`src/rtl/mem_wb_stage_pkg.sv`:
```
// Shared constants and control decode for the MEM->WB pipeline register.
// Holds the reset level, channel indices, stall-vector bit positions and the per-channel control enum.
package mem_wb_stage_pkg;

  localparam logic RstEnable_n = 1'b0;

  localparam int ChGpr  = 0;
  localparam int ChHiLo = 1;

  // Bit positions inside the core's 6-bit stall vector.
  localparam int StallPc   = 0;
  localparam int StallIf   = 1;
  localparam int StallId   = 2;
  localparam int StallEx   = 3;
  localparam int StallMem  = 4;
  localparam int StallWb   = 5;
  localparam int StallVecW = 6;

  typedef enum logic [1:0] {
    CTL_LOAD  = 2'd0,
    CTL_HOLD  = 2'd1,
    CTL_CLEAR = 2'd2
  } wb_ctl_e;

  // Priority is flush > WB stall (hold) > MEM-only stall (bubble) > advance.
  function automatic wb_ctl_e wb_ctl_decode(input logic flush,
                                            input logic stall_mem,
                                            input logic stall_wb);
    if (flush)     return CTL_CLEAR;
    if (stall_wb)  return CTL_HOLD;
    if (stall_mem) return CTL_CLEAR;
    return CTL_LOAD;
  endfunction

endpackage

```
`src/rtl/mem_wb_stage_chan.sv`:
```
// Single write-channel register (address, enable, data) with load/hold/clear control.
// One instance per channel; every channel is fully independent of the others.
module wb_chan_reg
  import mem_wb_stage_pkg::*;
#(
  parameter int AW = 5,
  parameter int DW = 32
) (
  input  logic          clk,
  input  logic          rst,
  input  wb_ctl_e       i_ctl,
  input  logic [AW-1:0] i_wd,
  input  logic          i_wreg,
  input  logic [DW-1:0] i_wdata,
  output logic [AW-1:0] o_wd,
  output logic          o_wreg,
  output logic [DW-1:0] o_wdata
);

  logic [AW-1:0] r_wd;
  logic          r_wreg;
  logic [DW-1:0] r_wdata;

  // NOTE: sequential state uses non-blocking assignments so every register samples pre-edge values.
  always_ff @(posedge clk) begin
    if (rst == RstEnable_n) begin
      r_wd    <= '0;
      r_wreg  <= 1'b0;
      r_wdata <= '0;
    end else begin
      case (i_ctl)
        CTL_LOAD: begin
          r_wd    <= i_wd;
          r_wreg  <= i_wreg;
          r_wdata <= i_wdata;
        end
        CTL_CLEAR: begin
          r_wd    <= '0;
          r_wreg  <= 1'b0;
          r_wdata <= '0;
        end
        default: ;
      endcase
    end
  end

  assign o_wd    = r_wd;
  assign o_wreg  = r_wreg;
  assign o_wdata = r_wdata;

endmodule

```
`src/rtl/mem_wb_stage.sv`:
```
// MEM->WB pipeline register with NCH independent write channels, stall/flush/bubble handling
// and a retired-instruction counter. All outputs come straight from registers.
module mem_wb_stage
  import mem_wb_stage_pkg::*;
#(
  parameter int DW   = 32,
  parameter int AW   = 5,
  parameter int NCH  = 2,
  parameter int CNTW = 32
) (
  input  logic              clk,
  input  logic              rst,
  input  logic              mem_valid,
  input  logic [NCH*AW-1:0] mem_wd,
  input  logic [NCH-1:0]    mem_wreg,
  input  logic [NCH*DW-1:0] mem_wdata,
  input  logic              stall_mem,
  input  logic              stall_wb,
  input  logic              flush,
  input  logic              cnt_clr,
  output logic              wb_valid,
  output logic [NCH*AW-1:0] wb_wd,
  output logic [NCH-1:0]    wb_wreg,
  output logic [NCH*DW-1:0] wb_wdata,
  output logic [CNTW-1:0]   retired
);

  wb_ctl_e         w_ctl;
  logic            r_valid;
  logic [CNTW-1:0] r_retired;
  logic            w_retire;

  assign w_ctl = wb_ctl_decode(flush, stall_mem, stall_wb);

  for (genvar k = 0; k < NCH; k++) begin : g_chan
    wb_chan_reg #(
      .AW (AW),
      .DW (DW)
    ) u_chan (
      .clk     (clk),
      .rst     (rst),
      .i_ctl   (w_ctl),
      .i_wd    (mem_wd[k*AW +: AW]),
      .i_wreg  (mem_wreg[k] & mem_valid),
      .i_wdata (mem_wdata[k*DW +: DW]),
      .o_wd    (wb_wd[k*AW +: AW]),
      .o_wreg  (wb_wreg[k]),
      .o_wdata (wb_wdata[k*DW +: DW])
    );
  end

  always_ff @(posedge clk) begin
    if (rst == RstEnable_n) begin
      r_valid <= 1'b0;
    end else begin
      case (w_ctl)
        CTL_LOAD:  r_valid <= mem_valid;
        CTL_CLEAR: r_valid <= 1'b0;
        default:   ;
      endcase
    end
  end

  // The instruction in WB retires whenever WB is not stalled, even if a flush arrives on the same edge.
  assign w_retire = r_valid & ~stall_wb;

  always_ff @(posedge clk) begin
    if (rst == RstEnable_n) begin
      r_retired <= '0;
    end else if (cnt_clr) begin
      r_retired <= '0;
    end else if (w_retire) begin
      r_retired <= r_retired + CNTW'(1);
    end
  end

  assign wb_valid = r_valid;
  assign retired  = r_retired;

endmodule

```
`config.mk`:
```
export PLATFORM = sky130hd
export DESIGN_NAME = mem_wb_stage
export DESIGN_NICKNAME = d
export VERILOG_FILES = /design/src/rtl/mem_wb_stage_pkg.sv /design/src/rtl/mem_wb_stage_chan.sv /design/src/rtl/mem_wb_stage.sv
export SDC_FILE = /design/constraint.sdc
export NUM_CORES = 1
export LEC_CHECK = 0
export ABC_AREA = 1
export CAP_MARGIN = 20
export CORE_MARGIN = 1.5
export CORE_UTILIZATION = 35
export DETAILED_ROUTE_END_ITERATION = 10
export GPL_TIMING_DRIVEN = 0
export PLACE_DENSITY = 0.66
export SLEW_MARGIN = 20
export SYNTH_ARGS = -nofsm -noshare
export SYNTH_HDL_FRONTEND = slang
export SYNTH_HIERARCHICAL = 1
export SYNTH_SLANG_ARGS = --single-unit
```
`constraint.sdc`:
```
create_clock -name clk -period 1.9 [get_ports clk]
set_clock_uncertainty 0.1 [all_clocks]
set_input_delay 0.285 -clock clk [delete_from_list [all_inputs] [get_ports clk]]
set_output_delay 0.285 -clock clk [all_outputs]
set_load 0.02 [all_outputs]
```
After elaboration in Yosys (flattened, before gate mapping). Cells that the tools add are included.

Word-level logic and storage cells: 37. Input bits: 83. Bits in registers: 109. Output and inout port bits: 109.

Reduce and logical (&&, ||, !) cells: 3. $add $sub $neg: 1. Equality and inequality tests: 1. Bitwise logic cells: 5. Mux-type cells: 19.

Operator list (count): $pmux W32 S2 (2); $add A32 B1 Y32 const B (1); $pmux W5 S2 (2); $mux W2 (6); $mux W1 (6); $pmux W1 S2 (3); $and A1 B1 Y1 (3); $eq A2 B2 Y1 const B (1); $logic_not A2 Y1 (1); $not A1 Y1 (2); $reduce_bool A2 Y1 (1); $reduce_or A2 Y1 (1).

Logic depth before layout (Yosys ltp). Gate-level depths: netlist (run 1).

Word-level depth: 9. Gate-level depth with buffers: 9. Depth with buffers taken out: 9.

Hierarchy. Netlist (run 1), hierarchy kept.

Modules (own cells, without submodules): wb_chan_reg (area each 1617.8 um2, sequential area each 760.7 um2, cells each 245, instances 2); mem_wb_stage (area each 1903.1 um2, sequential area each 660.6 um2, cells each 289, instances 1).

Worst setup path before layout (run 1). OpenSTA, ideal clock, no wires.

Path kind: register -> register. Start point: register r_retired[1], in the netlist retired[1]. End point: register r_retired[28], in the netlist retired[28]. Cell stages (with the launch flop): 9. Arrival time: 1.395 ns. Clock period less this slack: 1.608 ns. Setup slack: 0.292 ns. Setup time: 0.113 ns. Data required time: 1.687 ns. Buffers on the path: 0. Cell sequence: dfxtp_1 > ha_1 > nand2_1 > nor2_4 > nand2_2 > nor2_4 > nand4_1 > nor2_1 > nor2_1.

Cells in the longest elaborated chain, start to end: 1.

RTL lines: start: declaration (RTL line mem_wb_stage.sv:30) `logic [CNTW-1:0] r_retired;`; start signal: assignment (RTL line mem_wb_stage.sv:73) `r_retired <= r_retired + CNTW'(1);`; $add A32 B1 Y32 (RTL line mem_wb_stage.sv:73).

Every way passes these cells. A chain may end at the register's enable or synchronous reset.

Worst setup path after layout (run 1).
Start point: register r_retired[16], in the netlist retired[16]. End point: output port retired[16].

RTL lines: end: declaration (RTL line mem_wb_stage.sv:25) `output logic [CNTW-1:0] retired`.

No word-level cell between the ends.

==> metrics.yaml, run 1 <==
synthFlopType: "dfxtp_1"
portBuffers: 191
ctsHoldBuffers: 0
dpl.cell_count: 1154
worstMarginPinSlew_ns: 0.506
synthCells: 779
grt_util_met3: 0.0403
critPathMaxFanout: 5
powerDensity_nw_per_um2: 695
cts.reportedPaths.clkPinSlew_ns: 0.07
max_freq_mhz: 538
multi_input_area_um2: 2290
vias: 5114
final_design_area_no_fill_um2: 7590
power.static_leakage_nw: 3.20
drt_pass1_iterations: 4
ant_nets: 0
clock_path_buffers: 2
core_um2: 14400
final_hold_viol_count: 0
outcome: "complete, no violations"
cts_num_sinks: 109
wl_per_cell_um: 13.0
cp.arrival_ns: 1.47
dpl_worst_slack_ns: -0.498
crit_chain: "clkdlybuf4s50_1"
rsz0062_at_grt: "no"
ys_seq_elements: 109
avgViaCountPerCell: 4.37
layout.nets: 1065
synthesis.nets: 863
grt_pass1_wl_mm: 23.2
synth_edf_count: 0
drt-total-wl_mm: 15.2
relSlewSlack: 0.662
setup_tns_ns: 0
fin_util: 0.526
track_usage: 0.197
rows: 44
n_antenna_cell: 0
root_buffer: "clkbuf_16"
area_growth_pct: 47.7
start_util: 0.356
final_cells: 1170
drt_iter0_drc: 256
remaining_drc_errors: 0
crit_path_end_kind: "output port"
crit_slowest_cell: "clkdlybuf4s50_1"
postSynth.asyncResetShare: 0
drv_cap: 0
setup_slack_ns: 0.0424
p_total_mw: 5.27
setup_viol: 0
antenna_found_initial: 1
busiest_layer: "met2"
cts_made_buffers: 9
path_delay_family: "buffers and inverters"
slew_viol_final: 0
cp.required_ns: 1.51
mostFrequentLayoutCells: "nand2_1, clkdlybuf4s50_1, inv_1, nor2_1, dfxtp_1"
hold_path_class: "reg2reg"
timing.critical_path.buf_inv: 1
yosys_warnings: 6
rrSetupSlack_ns: 0.15
whs_ns: 0.396
peakVddDrop_v: 0.000429
post-route-min-period_ns: 1.86
post-route-period-util: 0.978
met2_usage: 0.321
hpwl_mm: 11.3
use_met1: 0.256
dpl-instance-area_um2: 7280
gp_congestion: 0.806
grt_overflow: 0
ff_latch_area_um2: 2180
cts_htree_levels: 3
clock_latency_ns: 0.35
fillCellCount: 1442
synth_area_um2: 5140
grt_max_degree: 18
final_common_cell: "nand2_1"
die_w_um: 124
grt_pass1_vias: 4594
cpPeakStageDelay_ns: 0.67
syn_area_per_cell_um2: 6.60
drive_above_1_share: 0.0751
cts_tree: "yes"
dieArea_um2: 15400
start_kind: "flop"
ys_types: 28
io_pins: 192
synth-seq-area-share: 0.425
criticalPathCategory: "reg2out"
die_h_um: 124
-- flip-flops by register name, summed over array words and instances (netlist names) --
name and flops:
wb_valid 1, retired 32, g_chan.u_chan/o_wd 10, g_chan.u_chan/o_wreg 2, g_chan.u_chan/o_wdata 64
-- routing by layer --
metal,part of all wire,wire length [um]
met5,0,0
met2,0.45,6900
met4,0.017,261
met3,0.063,956
met1,0.47,7140
-- Yosys cell counts (all sizes together), types with 2 or more instances --
master,n,area (um2)
o21ai,8,40.0
nand4,11,68.8
xor2,2,17.5
nand3,24,158
nor2,137,593
clkbuf,6,22.5
buf,29,175
a21oi,93,465
nor3,6,30.0
inv,127,479
o21a,3,22.5
nand2,218,833
dfxtp,109,2180
-- where the power goes --
part / total, mW / switching [mW] / leakage (nW) / internal, mW
sequential: 2.43 / 0.0490 / 0.893 / 2.38
clock: 1.92 / 0.894 / 0.147 / 1.03
combinational: 0.923 / 0.465 / 2.16 / 0.457
-- final cells by class --
type	count	share of cell area
plain buffers	35	0.0262
clock inverters	6	0.00825
clock buffers	10	0.0302
multi-input cells	508	0.301
well taps	184	0.0303
repair buffers	191	0.253
flip-flops and latches	109	0.288
inverters	127	0.0632
-- path summary, 6_finish.rpt --
check / start / to / depth (start not counted)
max reg2reg: retired[1]$_SDFFE_PP0P_ / retired[28]$_SDFFE_PP0P_ / 9
max: retired[16]$_SDFFE_PP0P_ / retired[16] / 1
min reg2reg: retired[11]$_SDFFE_PP0P_ / retired[11]$_SDFFE_PP0P_ / 1
min: retired[11]$_SDFFE_PP0P_ / retired[11]$_SDFFE_PP0P_ / 1
-- cell families (layout without fill, tap and decap cells) --
family | after synthesis | after routing | synth area share
adders and majority gates | 1 | 1 | 0.00243
xor gates and xnor gates | 3 | 3 | 0.00511
DFF | 109 | 109 | 0.425
buffers and inverters | 162 | 369 | 0.132
and+or+nand+nor | 398 | 398 | 0.330
AOI/OAI and AO/OA | 106 | 106 | 0.106
-- what timing repair did --
item,4_1_cts,5_1_grt
hold endpoints to repair,0,0
gates cloned,0,0
setup buffers,0,0
gates resized for setup,2,6
setup endpoints to repair,77,14
(Power assumes the default switching activity.)
==> run 2: changes to the inputs <==
--- a/config.mk
+++ b/config.mk
@@ -10,8 +10,9 @@
 export CORE_MARGIN = 1.5
 export CORE_UTILIZATION = 35
 export DETAILED_ROUTE_END_ITERATION = 10
+export DONT_BUFFER_PORTS = 1
 export GPL_TIMING_DRIVEN = 0
-export PLACE_DENSITY = 0.66
+export RECOVER_POWER = 100
 export SLEW_MARGIN = 20
 export SYNTH_ARGS = -nofsm -noshare
 export SYNTH_HDL_FRONTEND = slang
==> run 2 against run 1 <==
- sequential share of layout area increased by 5.6 points
- worst hold slack got worse by 0.38 ns
- via count decreased by 5.8%
- sequential power increased by 6%
- critical endpoint is now retired[27]$_SDFFE_PP0P_
- highest routed layer unchanged
==> metrics.yaml, run 2 (synthesis results as in run 1) <==
rows: 44  # unchanged
portBuffers: 0  # -100%
drive_above_1_share: 0.0816  # +0.00656
cpPeakStageDelay_ns: 0.57  # -0.10 ns
track_usage: 0.178  # -0.0188
clock_latency_ns: 0.35  # about the same
slew_viol_final: 0  # unchanged
outcome: "complete, no violations"
critPathMaxFanout: 10  # +5
vias: 4819  # -5.8%
ant_nets: 0  # unchanged
crit_slowest_cell: "dlygate4sd3_1"
fillCellCount: 1475  # +2.3%
post-route-period-util: 0.908  # -0.0695
avgViaCountPerCell: 4.57  # +4.6%
crit_path_end_kind: "flop"
dpl-instance-area_um2: 5370  # -26%
worstMarginPinSlew_ns: 0.653  # +0.147 ns
max_freq_mhz: 580  # +7.7%
use_met1: 0.206  # -0.0504
largest_reg_flops: 64  # unchanged
grt_pass1_vias: 4374  # -4.8%
setup_viol: 0  # unchanged
grt_max_degree: 17  # -1
layout.nets: 949  # -11%
busiest_layer: "met2"
area_growth_pct: 24.2
grt_pass1_wl_mm: 21.3  # -8.0%
hpwl_mm: 9.92  # -12%
hold_path_class: "in2reg"
cts_tree: "yes"
mostFrequentLayoutCells: "nand2_1, nor2_1, inv_1"
final_hold_viol_count: 0  # unchanged
die_h_um: 124  # unchanged
final_design_area_no_fill_um2: 6380  # -16%
final_common_cell: "nand2_1"
antenna_found_initial: 0  # -1
criticalPathCategory: "in2reg"
dpl_worst_slack_ns: 0.0335  # +0.532 ns
grt_util_met3: 0.0668  # +0.0266
cp.arrival_ns: 1.91  # +0.44 ns
whs_ns: 0.0165  # -0.379 ns
die_w_um: 124  # unchanged
drt_pass1_iterations: 4  # unchanged
cp.required_ns: 2.09  # +0.58 ns
drt_iter0_drc: 241  # -5.9%
start_kind: "primary input"
cts_htree_levels: 3  # unchanged
cts_num_sinks: 109  # unchanged
powerDensity_nw_per_um2: 781  # +12%
io_pins: 192  # unchanged
dpl.cell_count: 963  # -17%
crit_chain: "dlygate4sd3_1 > inv_1 > nor2_1 > clkbuf_1 > buf_2 > nand2_1 > nor2_1"
grt_overflow: 0  # unchanged
dieArea_um2: 15400  # unchanged
cts.reportedPaths.clkPinSlew_ns: 0.07  # about the same
relSlewSlack: 0.563  # -0.0995
n_antenna_cell: 0  # unchanged
drv_cap: 0  # unchanged
met2_usage: 0.296  # -0.0247
cts_made_buffers: 9  # unchanged
wl_per_cell_um: 13.4  # +2.6%
power.static_leakage_nw: 2.73  # -15%
setup_slack_ns: 0.174  # +0.132 ns
core_um2: 14400  # unchanged
gp_congestion: 0.808  # +0.24%
remaining_drc_errors: 0  # unchanged
clock_path_buffers: 2  # unchanged
final_cells: 1054  # -9.9%
drt-total-wl_mm: 14.1  # -7.6%
rsz0062_at_grt: "no"
post-route-min-period_ns: 1.73  # -0.132 ns
cts_setup_buffers: 0  # unchanged
fin_util: 0.442  # -0.0836
root_buffer: "clkbuf_16"
crit_top_cell: "nor2_1"
peakVddDrop_v: 0.000340  # -21%
start_util: 0.356  # unchanged
==> run 2: cell count changes in the layout (fill, tap and decap cells not counted), moves of 3 or more <==
cell and delta:
dlymetal6s2s_1 -3, dlygate4sd3_1 +75, clkbuf_2 +6, clkdlybuf4s50_1 -187, dfxtp_2 +7, buf_4 -5, clkbuf_1 +5, buf_2 -4
dfxtp_1 -7
==> run 2: where the power goes <==
part	switching, mW	internal, mW
Combinational	0.291	0.250
Clock	0.843	1.02
Sequential	0.194	2.38
==> run 2: metrics by stage <==
stage          total power, mW  TNS (ns)
6_report                  4.99         0
4_1_cts                   5.06         0
3_3_place_gp              3.04  -0.00451
2_1_floorplan             2.94         0
3_5_place_dp              3.05         0
5_1_grt                   5.23         0
==> run 2: final timing paths <==
check                                from                                        end  slack, ns  cells after the start
setup / recovery                      rst                   retired[27]$_SDFFE_PP0P_       0.17                      7
hold / removal              mem_wdata[59]  g_chan[1].u_chan/o_wdata[27]$_SDFFE_PN0P_       0.02                      2
setup reg to reg  retired[3]$_SDFFE_PP0P_                   retired[25]$_SDFFE_PP0P_       0.18                      7
hold reg to reg   retired[1]$_SDFFE_PP0P_                    retired[1]$_SDFFE_PP0P_       0.47                      2
==> run 2: area by class of cell <==
cell class | count | area (um2) | share of cell area
Buffer | 35 | 183 | 0.0286
Clock buffer | 12 | 236 | 0.0371
Clock inverter | 4 | 48.8 | 0.00765
Inverter | 127 | 479 | 0.0751
Multi-Input combinational cell | 508 | 2260 | 0.355
Sequential cell | 109 | 2190 | 0.343
Tap cell | 184 | 230 | 0.0361
Timing Repair Buffer | 75 | 751 | 0.118
==> run 2: per-layer routing <==
layer / routed length [um] / up-vias
li1: - / 2553
met4: 334 / 0
met1: 6040 / 2093
met2: 6480 / 150
met5: 0 / -
met3: 1240 / 23
==> run 2: critical path, delay by kind of cell <==
| kind | cells | cell delay, ns |
|---|---|---|
| and+or+nand+nor | 3 | 0.30 |
| buffers and inverters | 4 | 1.34 |
==> run 2: timing repair <==
item                       in CTS  in global routing
setup endpoints to repair       0                 13
hold buffers                   75                  0
hold endpoints to repair       74                  0
resized for setup               0                  8
==> run 3: changes to the inputs <==
==> constraint.sdc (replaced) <==
create_clock -name clk -period 1.4 [get_ports clk]
set_clock_uncertainty 0.1 [all_clocks]
set_input_delay 0.21 -clock clk [delete_from_list [all_inputs] [get_ports clk]]
set_output_delay 0.21 -clock clk [all_outputs]
set_load 0.02 [all_outputs]
==> run 3 against run 2 <==
- the flow now finishes with violations (negative setup slack)
- die area is the same
- sequential share of layout area is 0.95 points lower
- worst setup slack lost 0.32 ns
- final cell count increased by 1.2%
- sequential power increased by 34%
- core utilization rose by 2.8 points
- global-route usage is 0.33 points higher
- register-to-register slack worse by 0.32 ns
- largest power group unchanged
- highest routed layer unchanged
==> metrics.yaml, run 3 (synthesis results as in run 1) <==
rows: 44  # unchanged
seqPwrFrac: 0.483  # -0.034
clock_path_buffers: 2  # unchanged
io_pins: 192  # unchanged
setup_viol: 23  # +23
grt_overflow: 0  # unchanged
critPathMaxFanout: 4  # -6
grt_pass1_vias: 4423  # +1.1%
power.static_leakage_nw: 2.90  # +6.1%
core_um2: 14400  # unchanged
drt_iter0_drc: 250  # +3.7%
final_cells: 1067  # +1.2%
largest_reg_flops: 64  # unchanged
track_usage: 0.181  # +0.00328
cts_num_sinks: 109  # unchanged
mostFrequentLayoutCells: "nand2_1, inv_1, nor2_1"
p_total_mw: 7.18  # +44%
vias: 4906  # +1.8%
die_w_um: 124  # unchanged
post-route-period-util: 1.10
layout.nets: 962  # +1.4%
ant_nets: 0  # unchanged
rsz0062_at_grt: "yes"
post-route-min-period_ns: 1.54
final_design_area_no_fill_um2: 6790  # +6.4%
dieArea_um2: 15400  # unchanged
crit_chain: "ha_4 > nand3_2 > nor2_4 > nand4_1 > nor2_2 > nand3_1 > nand2_1 > nor2_1"
net-switching-power_mw: 1.88  # +41%
die_h_um: 124  # unchanged
drive_above_1_share: 0.148  # +0.0667
worstMarginPinSlew_ns: 0.594  # -0.0596 ns
cts_htree_levels: 3  # unchanged
crit_path_end_kind: "flop"
dpl-instance-area_um2: 5410  # +0.82%
cpPeakStageDelay_ns: 0.41  # -0.16 ns
outcome: "finished with violations"
drt-total-wl_mm: 14.7  # +4.0%
dpl.cell_count: 963  # unchanged
timing.critical_path.buf_inv: 0  # -4
p_sw_frac: 0.261  # -0.00519
hpwl_mm: 10.2  # +2.4%
cts_tree: "yes"
grt_pass1_wl_mm: 21.7  # +1.9%
whs_ns: 0.0480  # +0.0315 ns
grt_max_degree: 19  # +2
violations: "negative setup slack"
fin_util: 0.471  # +0.0282
drv_cap: 0  # unchanged
cts_made_buffers: 9  # unchanged
crit_slowest_cell: "dfxtp_4"
fillCellCount: 1450  # -1.7%
clock_latency_ns: 0.35  # about the same
root_buffer: "clkbuf_16"
area_growth_pct: 32.1
powerDensity_nw_per_um2: 1060  # +35%
start_kind: "flop"
n_antenna_cell: 0  # unchanged
hold_path_class: "in2reg"
avgViaCountPerCell: 4.60  # +0.56%
p_int_mw: 5.30  # +45%
portBuffers: 0  # unchanged
clock_power_share: 0.413  # +0.039
peakVddDrop_v: 0.000647  # +90%
max_freq_mhz: 649
gp_congestion: 0.826  # +2.2%
drt_pass1_iterations: 4  # unchanged
antenna_found_initial: 0  # unchanged
slew_viol_final: 0  # unchanged
power_frac_comb: 0.104  # -0.005
cts.reportedPaths.clkPinSlew_ns: 0.08  # about the same
relSlewSlack: 0.604  # +0.0413
dpl_worst_slack_ns: -0.455  # -0.488 ns
setup_slack_ns: -0.141  # -0.315 ns
cp.arrival_ns: 1.68  # -0.23 ns
setup_tns_ns: -2.00  # -2.00 ns
final_hold_viol_count: 0  # unchanged
start_util: 0.356  # unchanged
final_common_cell: "nand2_1"
wl_per_cell_um: 13.7  # +2.8%
cp.required_ns: 1.54  # -0.55 ns
path_delay_family: "simple AND/OR/NAND/NOR gates"
remaining_drc_errors: 0  # unchanged
criticalPathCategory: "reg2reg"
[run 3: cell types whose count changed in the layout (fill, tap and decap cells not counted), moves of 5 or more]
cell / before / now
nand3_2: 3 / 8
dfxtp_1: 102 / 84
nor2_2: 4 / 9
dfxtp_4: 0 / 21
nand3_1: 20 / 15
nor2_4: 6 / 13
buf_4: 7 / 14
nor2_1: 126 / 114
clkbuf_1: 11 / 6
[run 3: worst paths after layout]
check / from / end / slack (ns) / cells after the start
worst max-delay path: retired[1]$_SDFFE_PP0P_ / retired[14]$_SDFFE_PP0P_ / -0.14 / 8
worst min register to register: retired[11]$_SDFFE_PP0P_ / retired[11]$_SDFFE_PP0P_ / 0.41 / 1
worst min-delay path: rst / g_chan[0].u_chan/o_wreg$_SDFFE_PN0P_ / 0.05 / 3
worst max register to register: retired[1]$_SDFFE_PP0P_ / retired[14]$_SDFFE_PP0P_ / -0.14 / 8
[run 3: final cells by class]
class	count	area (um2)	area share
buffer	35	183	0.0269
inverter	127	479	0.0706
multi-input combinational	508	2420	0.356
clock inverter	7	121	0.0179
sequential	109	2270	0.334
tap	184	230	0.0339
timing repair buffer	88	863	0.127
clock buffer	9	225	0.0332
[run 3: worst register-to-register path: stages, from the launching register on]
cell and delay, ns:
dfxtp_4 0.41, ha_4 0.18, nand3_2 0.10, nor2_4 0.11, nand4_1 0.18, nor2_2 0.18, nand3_1 0.09, nand2_1 0.06
nor2_1 0.04
[run 3: what timing repair did]
action	CTS	global route
setup endpoints to repair	66	28
hold buffers	78	0
resized for setup	43	24
buffers inserted	7	3
endpoints found under the hold margin	76	0
pin swaps	16	7
[run 3: power groups by stage]
stage	registers, mW	clock network (mW)	logic (mW)
3_5_place_dp	3.57	0	0.562
5_1_grt	3.48	3.17	0.850
3_3_place_gp	3.57	0	0.556
4_1_cts	3.47	3.05	0.749
6_report	3.46	2.97	0.746
2_1_floorplan	3.53	0	0.456
[run 3: layer usage]
layer / up-vias / track usage / wire length, um
li1: 2564 / - / -
met1: 2171 / 0.208 / 6140
met2: 147 / 0.316 / 7130
met3: 24 / 0.0485 / 1080
met4: 0 / 0.0788 / 314
met5: - / 0 / 0
